### config.mk
export PLATFORM = sky130hd
export DESIGN_NAME = throw_ctrl_flat
export DESIGN_NICKNAME = d
export VERILOG_FILES = /design/src/rtl/throw_ctrl_if.sv /design/src/rtl/throw_ctrl.sv /design/src/flat_wrapper.sv
export SDC_FILE = /design/constraint.sdc
export NUM_CORES = 1
export LEC_CHECK = 0
export CAP_MARGIN = 20
export CORE_MARGIN = 2
export CORE_UTILIZATION = 43
export DETAILED_ROUTE_END_ITERATION = 7
export GPL_ROUTABILITY_DRIVEN = 0
export GPL_TIMING_DRIVEN = 0
export PLACE_DENSITY = 0.85
export REMOVE_ABC_BUFFERS = 1
export SYNTH_ARGS = -nofsm -noshare
export SYNTH_HDL_FRONTEND = slang
export SYNTH_SLANG_ARGS = --single-unit
export TNS_END_PERCENT = 1
### constraint.sdc
create_clock -name i_clk -period 1.9 [get_ports i_clk]
set_input_delay 0.285 -clock i_clk [delete_from_list [all_inputs] [get_ports i_clk]]
set_output_delay 0.285 -clock i_clk [all_outputs]
set_load 0.03 [all_outputs]
### src/rtl/throw_ctrl_if.sv
// rtl/throw_ctrl_if.sv - mouse, speed and physics signal bundle for throw_ctrl
interface throw_ctrl_if;
    logic               i_mouse_left;
    logic signed [15:0] i_x_vel;
    logic signed [15:0] i_y_vel;
    logic signed [15:0] i_z_vel;
    logic               i_collision_done;
    logic               o_launch;
    logic signed [15:0] o_x_vel;
    logic signed [15:0] o_y_vel;
    logic signed [15:0] o_z_vel;
    logic               o_speed_clr;
    logic               o_abort;
    logic               o_timeout;
    logic               o_busy;
    logic [2:0]         o_state;
    logic [7:0]         o_throw_cnt;

    modport master (
        output i_mouse_left, i_x_vel, i_y_vel, i_z_vel, i_collision_done,
        input  o_launch, o_x_vel, o_y_vel, o_z_vel, o_speed_clr,
        input  o_abort, o_timeout, o_busy, o_state, o_throw_cnt
    );

    modport slave (
        input  i_mouse_left, i_x_vel, i_y_vel, i_z_vel, i_collision_done,
        output o_launch, o_x_vel, o_y_vel, o_z_vel, o_speed_clr,
        output o_abort, o_timeout, o_busy, o_state, o_throw_cnt
    );
endinterface

### src/rtl/throw_ctrl.sv
// rtl/throw_ctrl.sv - one-throw sequencer: debounce, drag timing, launch, flight, speed clear
// Optional THROW_CLAMP_EN saturates captured velocities to +/-MAX_VEL.
module throw_ctrl #(
    parameter int DEBOUNCE = 4,
    parameter int MIN_HOLD = 8,
    parameter int TIMEOUT  = 1000000,
    parameter int MAX_VEL  = 255
) (
    input  logic        i_clk,
    input  logic        i_rst,
    throw_ctrl_if.slave bus
);
    localparam int DBW = $clog2(DEBOUNCE + 1);
    localparam int HW  = $clog2(MIN_HOLD + 1);

    localparam logic [DBW-1:0]     DB_LAST   = DBW'(DEBOUNCE - 1);
    localparam logic [HW-1:0]      HOLD_MAX  = HW'(MIN_HOLD);
    localparam logic [23:0]        FLT_LAST  = 24'(TIMEOUT - 1);
    localparam logic signed [15:0] VMAX      = 16'(MAX_VEL);
    localparam logic signed [15:0] VMIN      = 16'(-MAX_VEL);

`ifdef THROW_CLAMP_EN
    localparam bit CLAMP_EN = 1'b1;
`else
    localparam bit CLAMP_EN = 1'b0;
`endif

    typedef enum logic [2:0] {
        IDLE   = 3'd0,
        DRAG   = 3'd1,
        LAUNCH = 3'd2,
        FLIGHT = 3'd3,
        CLEAR  = 3'd4
    } state_t;

    state_t             state_q, state_d;
    logic [DBW-1:0]     db_q, db_d;
    logic [HW-1:0]      hold_q, hold_d;
    logic [23:0]        flt_q, flt_d;
    logic               abort_q, abort_d;
    logic               timeout_q, timeout_d;
    logic               capture;
    logic [7:0]         cnt_q;
    logic signed [15:0] x_q, y_q, z_q;

    function automatic logic signed [15:0] shape(input logic signed [15:0] v);
        if (CLAMP_EN && (v > VMAX)) return VMAX;
        if (CLAMP_EN && (v < VMIN)) return VMIN;
        return v;
    endfunction

    always_comb begin
        state_d   = state_q;
        db_d      = '0;
        hold_d    = hold_q;
        flt_d     = flt_q;
        abort_d   = 1'b0;
        timeout_d = 1'b0;
        capture   = 1'b0;
        case (state_q)
            IDLE: begin
                if (bus.i_mouse_left) begin
                    if (db_q == DB_LAST) begin
                        state_d = DRAG;
                        hold_d  = '0;
                    end else begin
                        db_d = db_q + 1'b1;
                    end
                end
            end
            DRAG: begin
                if (!bus.i_mouse_left) begin
                    if (hold_q >= HOLD_MAX) begin
                        capture = 1'b1;
                        state_d = LAUNCH;
                    end else begin
                        abort_d = 1'b1;
                        state_d = CLEAR;
                    end
                end else if (hold_q < HOLD_MAX) begin
                    hold_d = hold_q + 1'b1;
                end
            end
            LAUNCH: begin
                state_d = FLIGHT;
                flt_d   = '0;
            end
            FLIGHT: begin
                flt_d = flt_q + 1'b1;
                // Collision wins a tie with the timeout
                if (bus.i_collision_done) begin
                    state_d = CLEAR;
                end else if (flt_q == FLT_LAST) begin
                    timeout_d = 1'b1;
                    state_d   = CLEAR;
                end
            end
            CLEAR: begin
                if (!bus.i_mouse_left) state_d = IDLE;
            end
            default: state_d = IDLE;
        endcase
    end

    always_ff @(posedge i_clk) begin
        if (i_rst) begin
            state_q   <= IDLE;
            db_q      <= '0;
            hold_q    <= '0;
            flt_q     <= '0;
            abort_q   <= 1'b0;
            timeout_q <= 1'b0;
            cnt_q     <= '0;
            x_q       <= '0;
            y_q       <= '0;
            z_q       <= '0;
        end else begin
            state_q   <= state_d;
            db_q      <= db_d;
            hold_q    <= hold_d;
            flt_q     <= flt_d;
            abort_q   <= abort_d;
            timeout_q <= timeout_d;
            if (capture) begin
                x_q <= shape(bus.i_x_vel);
                y_q <= shape(bus.i_y_vel);
                z_q <= shape(bus.i_z_vel);
            end
            if (state_q == LAUNCH) cnt_q <= cnt_q + 8'd1;
        end
    end

    assign bus.o_launch    = (state_q == LAUNCH);
    assign bus.o_speed_clr = (state_q == CLEAR);
    assign bus.o_busy      = (state_q != IDLE);
    assign bus.o_state     = state_q;
    assign bus.o_abort     = abort_q;
    assign bus.o_timeout   = timeout_q;
    assign bus.o_throw_cnt = cnt_q;
    assign bus.o_x_vel     = x_q;
    assign bus.o_y_vel     = y_q;
    assign bus.o_z_vel     = z_q;
endmodule

### src/flat_wrapper.sv
// flat-port wrapper written by rule: the top's interface ports become plain ports
module throw_ctrl_flat 
#(
    parameter int DEBOUNCE = 4,
    parameter int MIN_HOLD = 8,
    parameter int TIMEOUT  = 1000000,
    parameter int MAX_VEL  = 255
)
  (i_clk, i_rst, bus_i_mouse_left, bus_i_x_vel, bus_i_y_vel, bus_i_z_vel, bus_i_collision_done, bus_o_launch, bus_o_x_vel, bus_o_y_vel, bus_o_z_vel, bus_o_speed_clr, bus_o_abort, bus_o_timeout, bus_o_busy, bus_o_state, bus_o_throw_cnt);
  throw_ctrl_if bus_i ();
  input  logic i_clk;
  input  logic i_rst;
  input wire logic [$bits(bus_i.i_mouse_left)-1:0] bus_i_mouse_left;
  input wire logic [$bits(bus_i.i_x_vel)-1:0] bus_i_x_vel;
  input wire logic [$bits(bus_i.i_y_vel)-1:0] bus_i_y_vel;
  input wire logic [$bits(bus_i.i_z_vel)-1:0] bus_i_z_vel;
  input wire logic [$bits(bus_i.i_collision_done)-1:0] bus_i_collision_done;
  output wire logic [$bits(bus_i.o_launch)-1:0] bus_o_launch;
  output wire logic [$bits(bus_i.o_x_vel)-1:0] bus_o_x_vel;
  output wire logic [$bits(bus_i.o_y_vel)-1:0] bus_o_y_vel;
  output wire logic [$bits(bus_i.o_z_vel)-1:0] bus_o_z_vel;
  output wire logic [$bits(bus_i.o_speed_clr)-1:0] bus_o_speed_clr;
  output wire logic [$bits(bus_i.o_abort)-1:0] bus_o_abort;
  output wire logic [$bits(bus_i.o_timeout)-1:0] bus_o_timeout;
  output wire logic [$bits(bus_i.o_busy)-1:0] bus_o_busy;
  output wire logic [$bits(bus_i.o_state)-1:0] bus_o_state;
  output wire logic [$bits(bus_i.o_throw_cnt)-1:0] bus_o_throw_cnt;
  assign bus_i.i_mouse_left = bus_i_mouse_left;
  assign bus_i.i_x_vel = bus_i_x_vel;
  assign bus_i.i_y_vel = bus_i_y_vel;
  assign bus_i.i_z_vel = bus_i_z_vel;
  assign bus_i.i_collision_done = bus_i_collision_done;
  assign bus_o_launch = bus_i.o_launch;
  assign bus_o_x_vel = bus_i.o_x_vel;
  assign bus_o_y_vel = bus_i.o_y_vel;
  assign bus_o_z_vel = bus_i.o_z_vel;
  assign bus_o_speed_clr = bus_i.o_speed_clr;
  assign bus_o_abort = bus_i.o_abort;
  assign bus_o_timeout = bus_i.o_timeout;
  assign bus_o_busy = bus_i.o_busy;
  assign bus_o_state = bus_i.o_state;
  assign bus_o_throw_cnt = bus_i.o_throw_cnt;
  throw_ctrl #(.DEBOUNCE(DEBOUNCE), .MIN_HOLD(MIN_HOLD), .TIMEOUT(TIMEOUT), .MAX_VEL(MAX_VEL)) u_core (.i_clk(i_clk), .i_rst(i_rst), .bus(bus_i));
endmodule
# Yosys cells after proc, flatten, opt, wreduce, memory -nomap -nowiden
# Index checks and enable logic that the tools add are counted.
# totals
register_bits	92
input_bits	52
out_inout_bits	64
elab_cells	61
# classes
add_sub_neg	4
magnitude_cmp	2
eq_ne	13
muxes	19
bitwise_logic	4
n_reduce_logical	9
# ops
op	n
$pmux 24 s2	1
$add 24x1->24 const B	1
$eq 24x20->1 const B	1
$mux 3	7
$mux 4	4
$pmux 3 s5	1
$reduce_and 5->1	2
$eq 3x2->1 const B	3
$add 8x1->8 const B	1
$ne 2x2->1 const B	4
$pmux 4 s2	1
$reduce_or 3->1	2
$mux 1	5
$add 4x1->4 const B	1
$ge 4x4->1 const B	1
$lt 4x4->1 const B	1
$ne 2x1->1 const B	2
$not 1->1	4
$reduce_bool 2->1	2
$reduce_or 4->1	1
$add 3x1->3 const B	1
$eq 3x1->1 const B	1
$eq 3x3->1 const B	1
$logic_not 3->1	1
other kinds (2)	2

# Longest topological paths before layout
# logic_depth
word_depth	4
ltp_mapped	7
depth_no_buf	6

# Worst setup path before layout
# OpenSTA, ideal clock, no wires.
# synth_path
path_kind	flip-flop to flip-flop
from	register u_core.state_q[0], in the netlist u_core.bus.o_state[0]
to	register u_core.x_q[10], in the netlist u_core.bus.o_x_vel[10]
setup_time_ns	0.132
arrival_ns	1.875
required_time_ns	1.768
setup_slack_ns	-0.108
path_stages_with_launch	7
path_buffers	2
synth_period_minus_slack_ns	2.008
path_cell_list	dfxtp_1 or3b_1 or3b_1 buf_2 clkbuf_1 nand2_1 a21oi_1
# synth_between
elab_chain_cells	2
# synth_rtl
item	line_no	rtl
from (decl)	throw_ctrl.sv:36	state_t state_q, state_d;
from (signal assigned)	throw_ctrl.sv:118	state_q <= state_d;
$eq 3x1->1	throw_ctrl.sv:60	case (state_q)
$mux 1	throw_ctrl.sv:60	
to (signal assigned)	throw_ctrl.sv:125	x_q <= shape(bus.i_x_vel);
to (decl)	throw_ctrl.sv:44	logic signed [15:0] x_q, y_q, z_q;
# No other way between the ends.
# A chain may end at the register's enable or synchronous reset.

# Worst setup path in the final report
# layout_path
from	register u_core.state_q[2], in the netlist u_core.bus.o_state[2]
to	register u_core.flt_q[22]
# layout_between
elab_chain_cells	2
word_cells_on_any_way	4
cone_classes	2 x eq/ne; 1 x mux; 1 x reduce/logical
# layout_rtl
item	line_no	rtl
$eq 3x2->1	throw_ctrl.sv:60	
$pmux 24 s2 / $reduce_bool 2->1 (equally long branches)	-	
to (signal assigned)	throw_ctrl.sv:121	flt_q <= flt_d;
to (decl)	throw_ctrl.sv:39	logic [23:0] flt_q, flt_d;
# Parallel ways exist; a longest one is shown, timed or not.

==> results.py <==
metrics = {
    "setup_path": {
        "path_class": "reg -> reg",
        "reg2regPathDepth": 4,
        "rr_endpoint": "u_core.flt_q[22]$_SDFFE_PP0P_",
        "end_kind": "flip-flop",
        "crit_path_start": "u_core.bus.o_state[2]$_SDFFE_PP0P_",
        "arrival_ps": 2170,
        "r2r_start": "u_core.bus.o_state[2]$_SDFFE_PP0P_",
        "worstPathMaxFanout": 18,
        "r2r_slack_ps": -7,
        "cp.required_ps": 2170,
        "start_kind": "flip-flop",
    },
    "yosys": {
        "yosysWarningCount": 0,
        "ys_async_sr_fraction": 0,
        "ys_ff_latch": 92,
        "synth-edff-count": 0,
        "syn_area_per_cell_sq_um": 8.18,
        "synth_cells": 491,
        "synth_ff_type": "dfxtp_1",
        "seq_area_frac_synth": 0.458,
        "synth_cell_types": 50,
        "syn_area_sq_mm": 0.00402,
    },
    "clocking": {
        "clk_pin_slew_ps": 90,
        "htree_levels": 3,
        "clk_path_buf_depth": 2,
        "insertion_delay_ps": 350,
        "cts_root_buf": "clkbuf_8",
        "cts_buffers": 9,
        "clock_sinks": 92,
        "cts_tree": "done",
    },
    "layout": {
        "syn_to_final_growth_pct": 39.2,
        "drive_gt1_frac": 0.116,
        "final_cells": 715,
        "antennaDiodeCount": 0,
        "final_util": 0.611,
        "nets": 657,
        "design_area_sq_mm": 0.00559,
    },
    "placed_design": {
        "port_buffers": 115,
        "dp_hpwl_um": 6820,
        "place_area_sq_mm": 0.00521,
        "dp_cells": 689,
    },
    "grt": {
        "antenna_found_initial": 0,
        "grt_pass1_wl_um": 16200,
        "grt_pass1_vias": 3543,
        "track_usage": 0.194,
        "grt_max_degree": 103,
        "grt_overflow": 0,
    },
    "sta": {
        "slew_headroom": 0.326,
        "max_freq_mhz": 524,
        "post-route-period-util": 1.00,
        "setup_ws_ps": -7.08,
        "fin_setup_tns_ps": -7.08,
        "min_period_ps": 1910,
        "fin_skew_ps": 11.4,
        "tightest_slew_ps": 1010,
        "hold_viol_final": 0,
        "rsz0062_at_grt": "true",
        "setup_viol_count_final": 1,
        "slew_viol_final": 0,
    },
    "route": {
        "dr.pass1.iters": 4,
        "ant_nets": 0,
        "drt_iter0_drc": 152,
        "drc_errors": 0,
        "vias": 3827,
        "wl_per_cell_um": 13.9,
        "via_per_inst": 5.35,
        "wirelength_um": 9970,
    },
    "run_status": {
        "outcome": "finished with violations",
        "failed_checks": "setup timing",
    },
    "power_and_ir_drop": {
        "ir_worst_vdd_uv": 419,
        "powerDensity_mw_per_mm2": 633,
        "power_leakage_nw": 1.87,
        "power.total_mw": 3.54,
    },
    "floorplanning": {
        "start_util": 0.439,
        "ios": 116,
        "die_area_sq_mm": 0.0101,
        "core_sq_mm": 0.00915,
        "core.rowCount": 35,
        "die_x_um": 101,
        "die_h_um": 101,
    },
    "hold_path": {
        "worstHoldStart": "bus_i_mouse_left",
        "hold_class": "in -> reg",
        "min_to": "u_core.bus.o_abort$_SDFF_PP0_",
        "whs_path_depth": 2,
    },
    "flow_run": {
        "drv_cap": 0,
    },
}
[placed cells by master (no fill, tap or decap), drive strengths merged, types with 4 or more instances in the layout]
cell type	n
buf	16
nand2	115
a21oi	66
clkbuf	11
nand4	13
nand2b	9
dfxtp	92
nor4b	4
or4	6
nor2	26
and4	4
nand3	9
inv	8
clkdlybuf4s50	110
nor4	4
or3b	5
o21ai	11
o211ai	7
or3	8
mux2	8
nor3	11
ha	6
nor3b	8
nand3b	4
[worst max-delay path: stages, from the launching register on]
cell and delay [ps]:
dfxtp_4 410, nand3b_1 200, or4_4 570, or4_1 490
a21oi_1 150
[worst max path at each step]
stage	to	slack [ps]	cells past startpoint
after global routing	u_core.flt_q[22]$_SDFFE_PP0P_	-60	4
after detailed placement	bus_o_launch	-830	3
after floorplan	u_core.bus.o_x_vel[0]$_SDFFE_PP0P_	-2310	4
after global placement	u_core.bus.o_y_vel[7]$_SDFFE_PP0P_	-3920	4
final	u_core.flt_q[22]$_SDFFE_PP0P_	-7	4
after CTS	bus_o_launch	-110	3
[state kept, by name (all words and copies together) (netlist names)]
name,count
u_core.bus.o_timeout,1
u_core.bus.o_state,3
u_core.bus.o_y_vel,16
u_core.flt_q,24
u_core.db_q,3
u_core.bus.o_x_vel,16
u_core.bus.o_z_vel,16
u_core.bus.o_abort,1
u_core.bus.o_throw_cnt,8
u_core.hold_q,4
[synth_stat cells, types with 3 or more instances]
cell type,count,area (sq um)
a21oi_1,66,330
and2_1,3,18.8
and4_1,4,35.0
buf_2,5,25.0
clkbuf_1,21,78.8
dfxtp_1,92,1840
ha_1,6,75.1
inv_1,9,33.8
mux2_2,8,90.1
mux2i_1,3,30.0
nand2_1,115,432
nand2b_1,9,56.3
nand3_1,9,45.0
nand3b_1,4,30.0
nand4_1,12,75.1
nor2_1,26,97.6
nor2b_1,3,18.8
nor3_1,11,55.1
nor3b_1,8,60.1
nor4_1,4,25.0
nor4b_1,4,35.0
o211ai_1,7,52.6
o21ai_0,11,55.1
o311ai_0,3,26.3
or3_1,7,43.8
or3b_2,3,26.3
or4_1,5,37.5
xnor2_1,3,26.3
xor2_1,3,26.3
[logic make-up (layout without fill, tap and decap cells)]
logic type | Yosys count | in the layout | synth area share
buffers and inverters | 41 | 154 | 0.0476
muxes | 11 | 11 | 0.0299
xor gates and xnor gates | 6 | 6 | 0.0131
DFF | 92 | 92 | 0.458
AOI/OAI and AO/OA | 95 | 95 | 0.132
and+or+nand+nor | 240 | 240 | 0.300
adders and majority gates | 6 | 6 | 0.0187
[what timing repair did]
action	4_1_cts	5_1_grt
pin swaps	3	3
setup endpoints to repair	77	32
gates resized for setup	28	11
hold buffers	0	0
buffers inserted	3	7
[metal layers]
layer | up-vias | track usage | routed length (um)
met5 | - | 0 | 0
met4 | 0 | 0.0611 | 219
met3 | 18 | 0.0451 | 617
met2 | 126 | 0.323 | 4850
met1 | 1761 | 0.248 | 4280
li1 | 1922 | - | -
[per-stage QoR]
step | setup WS (ps) | hold slack (ps)
global route | -61.4 | 348
floorplan | -2310 | 354
global placement | -3920 | 410
CTS | -110 | 435
finish | -7.08 | 351
detailed placement | -829 | 421
[power by group]
part,switching (mW),total [mW],internal (mW)
clock network,0.677,1.46,0.783
logic,0.0573,0.157,0.0993
registers,0.00133,1.93,1.92
total,0.735,3.54,2.81
[layout make-up]
type	count	area [sq um]
Inverter	9	37.5
Timing Repair Buffer	129	1290
Multi-Input combinational cell	358	2040
Clock inverter	5	85.1
Sequential cell	92	1860
Tap cell	111	139
Fill cell	745	3560
Clock buffer	11	141
Note: power is estimated with default switching activity, not from simulation.
